### config.mk
export PLATFORM = sky130hd
export DESIGN_NAME = ram_port_arbiter
export DESIGN_NICKNAME = d
export VERILOG_FILES = /design/src/rtl/ram_port_arbiter.sv
export SDC_FILE = /design/constraint.sdc
export NUM_CORES = 1
export LEC_CHECK = 0
export CORE_ASPECT_RATIO = 0.7
export CORE_MARGIN = 2
export CORE_UTILIZATION = 26
export CTS_BUF_LIST = sky130_fd_sc_hd__clkbuf_4
export DETAILED_ROUTE_END_ITERATION = 10
export GPL_TIMING_DRIVEN = 1
export PLACE_DENSITY = 0.95
export SYNTH_ARGS = -nofsm -noshare
export SYNTH_HDL_FRONTEND = slang
export SYNTH_SLANG_ARGS = --single-unit
### constraint.sdc
create_clock -name clk -period 4.58 [get_ports clk]
set_input_delay 1.374 -clock clk [delete_from_list [all_inputs] [get_ports clk]]
set_output_delay 1.374 -clock clk [all_outputs]
set_load 0.05 [all_outputs]
### src/rtl/ram_port_arbiter.sv
// Two-requester arbiter sharing one synchronous single-port RAM.
// Alternating priority on contention; read data is returned the cycle after the grant.
module ram_port_arbiter #(
  parameter int ADDR_W = 8,
  parameter int DATA_W = 8
) (
  input  logic              clk,
  input  logic              rst,
  input  logic              req_a,
  input  logic              we_a,
  input  logic [ADDR_W-1:0] addr_a,
  input  logic [DATA_W-1:0] wdata_a,
  output logic              gnt_a,
  output logic              rvalid_a,
  output logic [DATA_W-1:0] rdata_a,
  input  logic              req_b,
  input  logic              we_b,
  input  logic [ADDR_W-1:0] addr_b,
  input  logic [DATA_W-1:0] wdata_b,
  output logic              gnt_b,
  output logic              rvalid_b,
  output logic [DATA_W-1:0] rdata_b,
  output logic [ADDR_W-1:0] ram_addr,
  output logic [DATA_W-1:0] ram_din,
  output logic              ram_we,
  input  logic [DATA_W-1:0] ram_dout
);

  logic prio;       // 0: A preferred, 1: B preferred
  logic rd_pend_a;
  logic rd_pend_b;

  // Winner selection; reset forces the port idle without waiting for a clock edge.
  always_comb begin
    gnt_a = 1'b0;
    gnt_b = 1'b0;
    if (rst) begin
      gnt_a = 1'b0;
      gnt_b = 1'b0;
    end else if (req_a && req_b) begin
      gnt_a = ~prio;
      gnt_b = prio;
    end else begin
      gnt_a = req_a;
      gnt_b = req_b;
    end
  end

  always_comb begin
    ram_addr = {ADDR_W{1'b0}};
    ram_din  = {DATA_W{1'b0}};
    ram_we   = 1'b0;
    case ({gnt_a, gnt_b})
      2'b10: begin
        ram_addr = addr_a;
        ram_din  = wdata_a;
        ram_we   = we_a;
      end
      2'b01: begin
        ram_addr = addr_b;
        ram_din  = wdata_b;
        ram_we   = we_b;
      end
      default: begin
        ram_addr = {ADDR_W{1'b0}};
        ram_din  = {DATA_W{1'b0}};
        ram_we   = 1'b0;
      end
    endcase
  end

  // Priority flips toward the loser on every grant; reads are tracked for one cycle.
  always_ff @(posedge clk or posedge rst) begin
    if (rst) begin
      prio      <= 1'b0;
      rd_pend_a <= 1'b0;
      rd_pend_b <= 1'b0;
    end else begin
      rd_pend_a <= gnt_a & ~we_a;
      rd_pend_b <= gnt_b & ~we_b;
      if (gnt_a || gnt_b) begin
        prio <= gnt_a;
      end else begin
        prio <= prio;
      end
    end
  end

  assign rvalid_a = rd_pend_a;
  assign rvalid_b = rd_pend_b;
  assign rdata_a  = rd_pend_a ? ram_dout : {DATA_W{1'b0}};
  assign rdata_b  = rd_pend_b ? ram_dout : {DATA_W{1'b0}};

endmodule

* After elaboration in Yosys (flattened, before gate mapping)
Index checks and enable logic that the tools add are counted.
** Word-level totals
- Logic and storage cells :: 21
- Output and inout bits :: 37
- Bits of input ports :: 46
- Bits in registers :: 3
** Cells by class
- Bitwise operators :: 5
- Reduce and logical (&&, ||, !) cells :: 2
- Equal/unequal tests :: 2
- Mux-type cells :: 9
** Operator list (number)
- $pmux 8 s2 :: 2
- $mux 8 :: 2
- $mux 1 :: 4
- $not 1->1 :: 3
- $and 1x1->1 :: 2
- $eq 2x1->1 const B :: 1
- $eq 2x2->1 const B :: 1
- $pmux 1 s2 :: 1
- $logic_and 1x1->1 :: 1
- $logic_or 1x1->1 :: 1

* Longest topological paths before layout
Gate-level depths: netlist of run 1.
- Word-level depth :: 5
- Gate-level depth with buffers :: 7
- Mapped depth without buffers :: 5

* Worst setup path after synthesis of run 1
No wires, ideal clock.
- Kind :: input port to output port
- From :: input port req_a
- To :: output port ram_addr[0]
- Stages :: 7
- Arrival :: 4066 ps
- Setup slack :: -860 ps
- Cell sequence :: nor2b_1 -> nor3b_1 -> ha_1 -> buf_4 -> buf_6 -> a22oi_1 -> nor2b_1
** On the way
- Word-level cells in the longest chain between the ends :: 5
- Elaborated cells between the ends (all ways) :: 8
- Those cells by class :: eq/ne (2); mux (5); reduce/logical (1)
** RTL lines
- start, declared :: line 9 : input logic req_a,
- $logic_and 1x1->1 * :: line 40 : end else if (req_a && req_b) begin
- $mux 1 * :: line 40
- $mux 1 * :: line 37 : if (rst) begin
- net gnt_b :: line 20 : output logic gnt_b,
- $eq 2x1->1 or $eq 2x2->1 (tied branches) :: line 53 : case ({gnt_a, gnt_b})
- $pmux 8 s2 * :: line 53
- end, declared :: line 23 : output logic [ADDR_W-1:0] ram_addr,
The timed path passes the listed nets; every way through them passes the cells marked *.

* Worst setup path after layout of run 1
- From :: input port req_b
- To :: output port ram_din[6]
** On the way
- Word-level cells in the longest chain between the ends :: 5
- Elaborated cells between the ends (all ways) :: 8
- Those cells by class :: eq/ne (2); mux (5); reduce/logical (1)
** RTL lines
- start, declared :: line 16 : input logic req_b,
- $logic_and 1x1->1 :: line 40
- $mux 1 :: line 40
- $mux 1 :: line 37
- $eq 2x1->1 or $eq 2x2->1 (tied branches) :: line 53
- $pmux 8 s2 * :: line 53
- end, declared :: line 24 : output logic [DATA_W-1:0] ram_din,
Mark *: on every way between the ends. The rest lies on a longest branch, timed or not.

==> results of run 1 <==
power groups by stage:
stage	sequential (µW)	clock (µW)	combinational, µW
2_1_floorplan	33.3	0	82.0
3_3_place_gp	31.4	0	170
3_5_place_dp	31.6	0	174
4_1_cts	31.3	54.1	185
5_1_grt	32.3	60.5	216
6_report	31.9	55.8	208
routing by layer:
layer  vias to the layer above  track usage, %  wire (µm)
met1                       486            24.7       1250
li1                        440               -          -
met5                         -               0          0
met3                        18            5.79        263
met2                        63            46.5       2010
met4                         0            13.3        165
per-stage QoR:
stage | utilization [%] | cell area, µm² | TNS, ns
global route | 89.5 | 1880 | 0
CTS | 83.0 | 1750 | -0.206
floorplan | - | 624 | 0
finish | 89.5 | 1880 | 0
detailed placement | 78.6 | 1650 | -1.55
global placement | 78.6 | 1650 | -0.163
worst max-delay path, cell delays in order:
cell            delay (ns)
dlymetal6s2s_1        0.17
and2_4                0.18
buf_4                 0.14
nor3_4                0.15
ha_2                  0.30
buf_12                0.14
a22oi_1               0.12
nor2b_2               0.24
buf_12                0.17
Yosys cell counts (all sizes together):
library cell,number,share of area (%)
a22oi,17,22
and2,17,19
buf,5,8.1
dfrtp,3,13
ha,3,6.6
inv,2,1.3
nand2,1,0.66
nor2b,18,20
nor3,1,0.88
nor3b,1,1.3
nor4,1,1.1
nor4b,1,1.5
o211ai,1,1.3
o41ai,1,1.5
or3,1,1.1
cell families after synthesis:
| logic type | after synthesis | synth area share (%) |
|---|---|---|
| and+or+nand+nor | 41 | 45.5 |
| DFF | 3 | 13.2 |
| adders and majority gates | 3 | 6.59 |
| buffers and inverters | 7 | 9.45 |
| AOI/OAI and AO/OA | 19 | 25.3 |
state kept, by name (all words and copies together), names as in the netlist:
| signal | cells |
|---|---|
| prio | 1 |
| rvalid_a | 1 |
| rvalid_b | 1 |
how the worst max path moves through the flow:
stage,startpoint,endpoint,slack [ns],cells after the start
after floorplan,req_a,ram_addr[6],0.02,6
after global placement,req_b,ram_din[5],-0.04,7
after detailed placement,req_b,ram_addr[2],-0.13,7
after CTS,req_b,ram_din[0],-0.03,7
after global routing,req_a,ram_din[6],0.15,9
final,req_b,ram_din[6],0.21,9
final cells by class:
type                            count  area share [%]
Multi-Input combinational cell     63            34.0
Tap cell                           24            1.60
Timing Repair Buffer               91            58.4
Sequential cell                     3            3.99
Clock buffer                        4            1.60
Inverter                            2           0.399
timing repair:
action,CTS,global route
hold buffers,0,0
pin swaps,0,2
resized for setup,15,23
endpoints found under the setup margin,17,17
cloned,0,2
setup buffers,0,1
==> impl_metrics.toml, run 1 <==
[run_status]
status = "finished clean"

[layout]
drive_above_1_share_pct = 39.3
nets = 213
area_growth_pct = 231
stdcell_count = 187
regArea_um2 = 75.1
final_common_cell = "clkdlybuf4s50_1"
multiInputGateArea_um2 = 641
num-fill-cells = 83
antenna_cells = 0
final_cell_mix = "clkdlybuf4s50_1, buf_12, and2_1"

[floorplanning]
core_area_um2 = 2100
initial_utilization_pct = 27.1
io_pins = 83
num_rows = 14
dieHeight_um = 43.2
dieArea_um2 = 2590
die_x_um = 59.9

[cts]
cts_root_buf = "clkbuf_4"
h-tree-depth = 1
insertion_delay_ns = 0.25
numCtsBuffers = 3
tritoncts = "yes"
cts.sinks = 3
cts.clk_slew.worst_paths_ns = 0.04
cts.path.max_buffers = 2

[detailed_routing]
routedWlPerCell_um = 19.7
viasPerCell = 5.39
first_iter_violations = 33
ant_nets = 0
drt_wl_total_um = 3690
firstDrtPassIters = 4
vias = 1007
drc = 0

[setup_path]
crit_type = "input pin to primary output"
crit_required_ns = 3.21
crit-reg2reg-launch = "prio"
end_kind = "primary output"
timing.rr.end = "prio"
path_max_fanout = 8
crit_arrival_ns = 3.00
r2r_cells = 4
ff2ff_setup_slack_ns = 2.99
start_kind = "input pin"

[worst_hold_path]
whs_path_depth = 2
worst_hold_path_type = "flop to flop"
min_from = "prio"
hold_end = "prio"

[sta]
slew_violations = 0
final_hold_viol_count = 0
worstMarginPinSlew_ns = 0.511
timing.slew.headroom_pct = 65.8
timing.final.ws_setup_ns = 0.210
setup_violations = 0
fin_crit_ns = 4.37
period_share_pct = 95.4
whs_ns = 0.608
skew_ns = 0.00481
fmax_ghz = 0.229
rsz0062_at_grt = "no"

[placement]
routabilityCongestion = 0.899
port_buffers = 82
post-dp-hpwl_um = 2450
dp_slack_ns = -0.127
placed_cells = 180

[power]
pwr-share-clk_pct = 18.9
p_int_uw = 178
seq_power_share_pct = 10.8
p_comb_share_pct = 70.3
p_leak_uw = 0.000722
ir_drop_v = 0.0000826
netSwitchingPower_uw = 118
p_total_uw = 295
powerDensity_nw_per_um2 = 157
swShare_pct = 39.9

[synthesis]
synth.avg_cell_area_um2 = 7.80
synth_area_um2 = 569
syn-num-nets = 122
ys_types = 18
ys_seq_area_share_pct = 13.2
syn_inst = 73
yosysWarnings = 0
synth-seq-cells = 3

[global_route]
antenna_found_initial = 0
grt-ovfl-total = 0
grt_pass1_wl_um = 4710
grt_max_degree = 18
grt_pass1_vias = 1006
grt.total_usage_pct = 24.9

[job]
cap_violations = 0
(Power assumes the default switching activity.)
==> run 2: changes to the inputs <==
==> constraint.sdc (replaced) <==
create_clock -name clk -period 5.6 [get_ports clk]
set_input_delay 1.68 -clock clk [delete_from_list [all_inputs] [get_ports clk]]
set_output_delay 1.68 -clock clk [all_outputs]
set_load 0.02 [all_outputs]
==> impl_metrics.toml, run 2 (synthesis gave the netlist of run 1 again) <==
[run_status]
status = "finished clean"

[layout]
area_growth_pct = 162
fin_util_pct = 71.0
regArea_um2 = 75.1
nets = 207
num-fill-cells = 156
final_cell_mix = "clkdlybuf4s50_1, nor2b_1, a22oi_1"
fin_area_um2 = 1490
multiInputGateArea_um2 = 440
final_common_cell = "clkdlybuf4s50_1"
antenna_cells = 0
drive_above_1_share_pct = 5.10

[detailed_routing]
wl_met1_um = 1020
ant_nets = 0
routedWlPerCell_um = 14.8
firstDrtPassIters = 4
first_iter_violations = 35
dr_wl_met3_um = 180
routed.top_layer = "met4"
drt_wl_total_um = 2680
drc = 0
vias = 874
viasPerCell = 4.83
dr_wl_met2_um = 1420

[setup_path]
crit_type = "input pin to primary output"
r2r_cells = 4
start_kind = "input pin"
ff2ff_setup_slack_ns = 3.97
crit-reg2reg-launch = "prio"
end_kind = "primary output"
timing.rr.end = "prio"
path_max_fanout = 17
crit_required_ns = 3.92
crit_arrival_ns = 3.68

[cts]
insertion_delay_ns = 0.25
cts_resized = 4
numCtsBuffers = 3
cts_root_buf = "clkbuf_4"
cts.sinks = 3
cts.clk_slew.worst_paths_ns = 0.04
h-tree-depth = 1
cts.path.max_buffers = 2
postCtsSetupBuffers = 0
ctsHoldBuffers = 0
tritoncts = "yes"

[global_route]
grt-ovfl-total = 0
grt_pass1_vias = 789
grt_pass1_wl_um = 3710
grt_max_degree = 18
antenna_found_initial = 0
grt.total_usage_pct = 19.7

[floorplanning]
initial_utilization_pct = 27.1
dieArea_um2 = 2590
io_pins = 83
dieHeight_um = 43.2
die_x_um = 59.9
num_rows = 14
core_area_um2 = 2100

[sta]
skew_ns = 0.00362
fin_crit_ns = 5.36
slew_violations = 0
setup_violations = 0
timing.slew.headroom_pct = 80.0
fmax_ghz = 0.186
rsz0062_at_grt = "no"
worstMarginPinSlew_ns = 0.299
whs_ns = 0.540
final_hold_viol_count = 0
period_share_pct = 95.8

[worst_hold_path]
worst_hold_path_type = "flop to flop"
hold_end = "prio"
min_from = "prio"
whs_path_depth = 2

[placement]
port_buffers = 82
routabilityCongestion = 0.825
post-dp-hpwl_um = 2150
dpl_cell_area_um2 = 1430

[power]
ir_drop_v = 0.0000826
p_leak_uw = 0.000779
powerDensity_nw_per_um2 = 116

[job]
cap_violations = 0
run 2: stage by stage:
stage | setup slack (ns) | total power (µW) | setup TNS, ns | cells
floorplan | 0.626 | 67.6 | 0 | 73
global placement | 0.0646 | 126 | 0 | 177
detailed placement | -0.00891 | 129 | -0.0155 | 177
CTS | 0.00512 | 176 | 0 | 181
global route | 0.185 | 181 | 0 | 181
finish | 0.235 | 173 | 0 | 181
run 2: worst max-delay path: stages:
cell and delay, ns:
clkdlybuf4s50_1 0.47, and2_4 0.20, or3_1 0.34, ha_1 0.25
buf_12 0.16, a22oi_1 0.19, nor2b_1 0.07, dlygate4sd2_1 0.32
run 2: layout make-up:
class	count	area share, %
multi-input cells	63	29.5
flip-flops and latches	3	5.03
clock buffers	4	2.01
repair buffers	85	60.9
well taps	24	2.01
inverters	2	0.503
run 2: how the worst max path moves through the flow:
| stage | start | to |
|---|---|---|
| 4_1_cts | req_b | ram_din[0] |
| 5_1_grt | req_b | ram_din[7] |
| 3_5_place_dp | req_b | ram_din[7] |
| 3_3_place_gp | req_b | ram_din[7] |
| 6_report | req_b | ram_addr[4] |
| 2_1_floorplan | req_a | ram_addr[0] |
run 2: power by group:
part	total [µW]	leakage [µW]	switching (µW)	internal (µW)
clock network	45.1	0.0000184	13.4	31.7
registers	25.6	0.0000403	2.14	23.4
logic	102	0.000721	39.8	62.2
total	173	0.000779	55.4	117
run 2: layer usage:
metal / vias up / GRT usage [%]
met3: 6 / 4.88
met2: 43 / 35.0
li1: 430 / -
met4: 0 / 12.0
met5: - / 0
met1: 395 / 20.4
==> run 3: changes to the inputs <==
- HOLD_SLACK_MARGIN: default -> 0.08
==> results of run 3 <==
Same layout as run 2: the final DEF is identical, and so are final timing and power.
==> RTL change 1 (settings of run 3) <==
`DATA_W`: 8 -> 10.
--- a/src/rtl/ram_port_arbiter.sv
+++ b/src/rtl/ram_port_arbiter.sv
@@ -4,3 +4,3 @@
   parameter int ADDR_W = 8,
-  parameter int DATA_W = 8
+  parameter int DATA_W = 10
 ) (
Ports: changed (6 resized); port bits go from 83 to 95. No check against the original RTL was run, so the function may have changed too.
==> RTL change 1 against run 3 <==
- cell count is 16% higher
- via count up 12%
- routed wire length rose by 22%
- worst setup slack lost 0.039 ns
- synthesized area grew 9.2%
- sequential cell count is the same
- total power grew 5.7%
- maximum frequency down 0.72%
- sequential share of layout area is 0.54 points lower
- synthesized cell count is 11% higher
- final area grew 12%
- highest routed layer is now met3
==> RTL change 1: results (changes against run 3) <==
stage;metric;value;unit;change
setup_path;Slowest cell on crit path;clkdlybuf4s50_1;;
logic_synthesis;cell count after synthesis;81;;+11%
logic_synthesis;Post-Syn Nets;136;;+11%
setup_path;Reg2Reg Setup Slack;3.94;ns;-0.03 ns
placed_design;DP Wirelength;2.698;mm;+26%
placed_design;Port Buffer Count;94;;+15%
grt;largest net degree at the start of global routing;20;;+2
pwr;clock network power share;23.2;%;-2.9 points
timing;clk_skew;0.002172;ns;-0.001451 ns
setup_path;CP max FO;19;;+2
grt;initial antenna violation count;0;;unchanged
grt;gr usage total;21.67;%;+2.0 points
cts;htree depth;1;;unchanged
hold_path;HP Start;prio;;
setup_path;Crit. Startpoint;req_b;;
setup_path;Reg2Reg Depth;4;;unchanged
placed_design;Placer Congestion;0.8904;;+7.9%
timing;Hold Slack;0.5503;ns;+0.009833 ns
cts;Clock Latency Late Sink;0.23;ns;-0.02 ns
logic_synthesis;top cells by count, synth;and2_1 (20), nor2b_1 (20), a22oi_1 (19);;
timing;relative slew slack;71.09;%;-8.9 points
drt;DRT iter0 DRCs;56;;+60%
pwr;combinational share of power;62.6;%;+3.5 points
placed_design;pre-CTS setup slack;-0.2099;ns;-0.2010 ns
drt;routed wire length;3.270;mm;+22%
cts;CTS Buffer Depth;2;;unchanged
layout;share of cells above drive strength 1;5.618;%;+0.52 points
setup_path;Crit Reg-Reg Endpoint;prio;;
logic_synthesis;top cells by area, synth;a22oi_1 (23%), and2_1 (20%), nor2b_1 (20%);;
pwr;Peak supply drop;0.00007642;V;-7.5%
cts;TritonCTS buffer count;3;;unchanged
grt;met3 Usage GRT;3.491;%;-1.4 points
drt;via/cell ratio;4.671;;-3.3%
grt;number of global-route vias before repair;965;;+22%
logic_synthesis;post-synthesis xor/xnor area fraction;0;%;unchanged
logic_synthesis;Post-Synth Adder-Cell Area;6.036;%;-0.56 points
layout;nets@finish;234;;+13%
hold_path;Hold EP;prio;;
layout;Finished Layout Cells;210;;+16%
placed_design;dpl cell area;0.001612;mm²;+12%
status;outcome;completed;;
pwr;Flop+latch power;0.0261;mW;+2%
timing;period utilization;96.50;%;+0.69 points
logic_synthesis;post-synthesis mux area share;0;%;unchanged
grt;M1 GR Usage;22.53;%;+2.1 points
logic_synthesis;post-synthesis compound-gate area fraction;25.55;%;+0.28 points
cts;CTS root buf;clkbuf_4;;
pwr;switching power total;0.05879;mW;+6.2%
grt;first-pass GRT wire length;4.705;mm;+27%
grt;met2 GRT Util;47.10;%;+12 points
pwr;leakage;0.8247;nW;+5.8%
setup_path;worst setup path end;ram_addr[3];;
logic_synthesis;register area share after synthesis;12.07;%;-1.1 points
==> RTL change 1: changes by cell type after synthesis <==
cell,run 3,this run
and2_1,16,20
a22oi_1,17,19
nor2b_1,18,20
==> RTL change 1: logic make-up after synthesis <==
group           after synthesis
fa+ha+maj                     3
flops                         3
compound gates               21
buf+inv                       7
simple gates                 47
==> RTL change 1: area by class of cell <==
cell class              instances  area, µm²
flip-flops and latches          3      75.07
multi-input cells              71      505.5
repair buffers                 98       1013
well taps                      32      40.04
inverters                       2      7.507
clock buffers                   4      30.03
fillers                       154      535.5
==> RTL change 1: timing repair <==
item | in CTS | in global routing
gates resized for setup | 9 | 12
gates cloned | 0 | 0
setup buffers | 0 | 0
endpoints found under the setup margin | 19 | 11
==> RTL change 1: routing by layer <==
| layer | share of wire [%] | vias up |
|---|---|---|
| li1 | - | 483 |
| met1 | 38 | 454 |
| met5 | 0 | - |
| met2 | 56 | 44 |
| met3 | 5.8 | 0 |
| met4 | 0 | 0 |
==> RTL change 2 (settings of run 3) <==
Made on the original files. Make the reset (`rst`) synchronous in one clocked block.
--- a/src/rtl/ram_port_arbiter.sv
+++ b/src/rtl/ram_port_arbiter.sv
@@ -72,3 +72,3 @@
   // Priority flips toward the loser on every grant; reads are tracked for one cycle.
-  always_ff @(posedge clk or posedge rst) begin
+  always_ff @(posedge clk) begin
     if (rst) begin
Formal check against the unedited RTL: differs if rst is asserted again (counterexample within 4 cycles, from zero or initial values and one cycle with rst high); with rst held inactive, the same outputs for 10 cycles.
==> RTL change 2 against run 3 <==
- synthesized area is 3.1% lower
- worst setup slack improved by 0.13 ns
- final area is 0.67% lower
- total power shrank 8.6%
- routed wire length decreased by 6.1%
- critical path depth shrank 1
- hold slack improved by 0.035 ns
- sequential cell count stayed put
- synthesized cell count fell by 2.7%
- highest routed layer unchanged
==> RTL change 2: results (changes against run 3) <==
stage;metric;value;unit;change
cts;post-CTS sizing;1;;-3
pwr;leakage;0.8121;nW;+4.2%
drt;DRT Pass-1 Iters;5;;+1
placed_design;pre-CTS setup slack;-0.1854;ns;-0.1765 ns
cts;post-CTS setup repair buffer count;0;;unchanged
logic_synthesis;mean cell area of the mapped netlist;7.772;µm²;-0.35%
logic_synthesis;register area share after synthesis;10.88;%;-2.3 points
logic_synthesis;Yosys Warn Count;0;;unchanged
drt;WL met2;1.360;mm;-4.3%
timing;Hold Slack;0.5754;ns;+0.03489 ns
grt;number of global-route vias before repair;866;;+9.8%
grt;M1 GR Usage;19.64;%;-0.80 points
drt;Post-Route M1 WL;834;µm;-18%
placed_design;Placer Congestion;0.8112;;-1.7%
timing;relative slew slack;78.09;%;-1.9 points
setup_path;arrival time at the worst endpoint;3.55;ns;-0.13 ns
cts;TritonCTS buffer count;3;;unchanged
timing;clk_skew;0.002000;ns;-0.001623 ns
setup_path;Crit Reg-Reg Startpoint;prio;;
drt;top layer reached by signal wires;met4;;
setup_path;CP max FO;17;;unchanged
hold_path;HP Start;prio;;
placed_design;dpl cell area;0.001394;mm²;-2.8%
logic_synthesis;top cells by area, synth;a22oi_1 (23%), nor2b_1 (19%), and2_1 (18%);;
logic_synthesis;top cells by count, synth;a22oi_1 (17), nor2b_1 (17), and2_1 (16);;
layout;nets@finish;204;;-1.4%
setup_path;Crit. Startpoint;req_a;;
placed_design;DP Wirelength;2.087;mm;-2.8%
grt;met3 Usage GRT;6.173;%;+1.3 points
grt;gr usage total;19.55;%;-0.17 points
logic_synthesis;post-synth top area share;23.13;%;+0.71 points
drt;met3 routed wirelength;285;µm;+58%
logic_synthesis;async set-reset flop share out of synthesis;0;%;-100 points
setup_path;Crit Reg-Reg Endpoint;prio;;
setup_path;Critical Path Max Stage Delay;0.41;ns;-0.06 ns
logic_synthesis;Post-synth top flop;dfxtp_1;;
placed_design;Placed Instances;172;;-2.8%
pwr;Peak supply drop;0.00005561;V;-33%
logic_synthesis;Post-Syn Nets;120;;-1.6%
cts;htree depth;1;;unchanged
grt;first-pass GRT wire length;3.829;mm;+3.2%
setup_path;Reg2Reg Depth;4;;unchanged
hold_path;Hold EP;prio;;
status;outcome;completed;;
hold_path;hold path depth;2;;unchanged
drt;via count;857;;-1.9%
layout;share of cells above drive strength 1;5.844;%;+0.75 points
setup_path;worst setup path end;ram_din[1];;
timing;f_max;191.1;MHz;+2.5%
setup_path;Reg2Reg Setup Slack;4.16;ns;+0.19 ns
grt;met2 GRT Util;38.00;%;+3.0 points
drt;Wirelength per Cell;14.30;µm;-3.4%
cts;Clock Latency Late Sink;0.23;ns;-0.02 ns
drt;DRT iter0 DRCs;35;;unchanged
drt;via/cell ratio;4.869;;+0.84%
RTL change 2: changes by cell type in the layout (fill, tap and decap cells not counted), sizes merged, moves of 2 or more:
cell / delta
dfrtp: -3
dlygate4sd2: -4
inv: -2
dfxtp: +3
dlymetal6s2s: +5
RTL change 2: logic make-up (layout without fill, tap and decap cells):
logic type	after synthesis	in the layout	synth area share, %
DFF	3	3	10.88
adders and majority gates	3	3	6.803
buffers and inverters	5	88	8.389
and+or+nand+nor	41	41	47.62
AOI/OAI and AO/OA	19	19	26.30
RTL change 2: layout make-up:
cell class              instances  area [µm²]
clock buffers                   4       30.03
fillers                       143       454.2
multi-input cells              63       457.9
flip-flops and latches          3       60.06
well taps                      22       27.53
repair buffers                 84       905.9
RTL change 2: power by group:
part / switching [mW] / internal [mW] / leakage, nW
Combinational: 0.0338 / 0.0573 / 0.769
Sequential: 0.00147 / 0.0225 / 0.0246
Clock: 0.0112 / 0.0315 / 0.0184
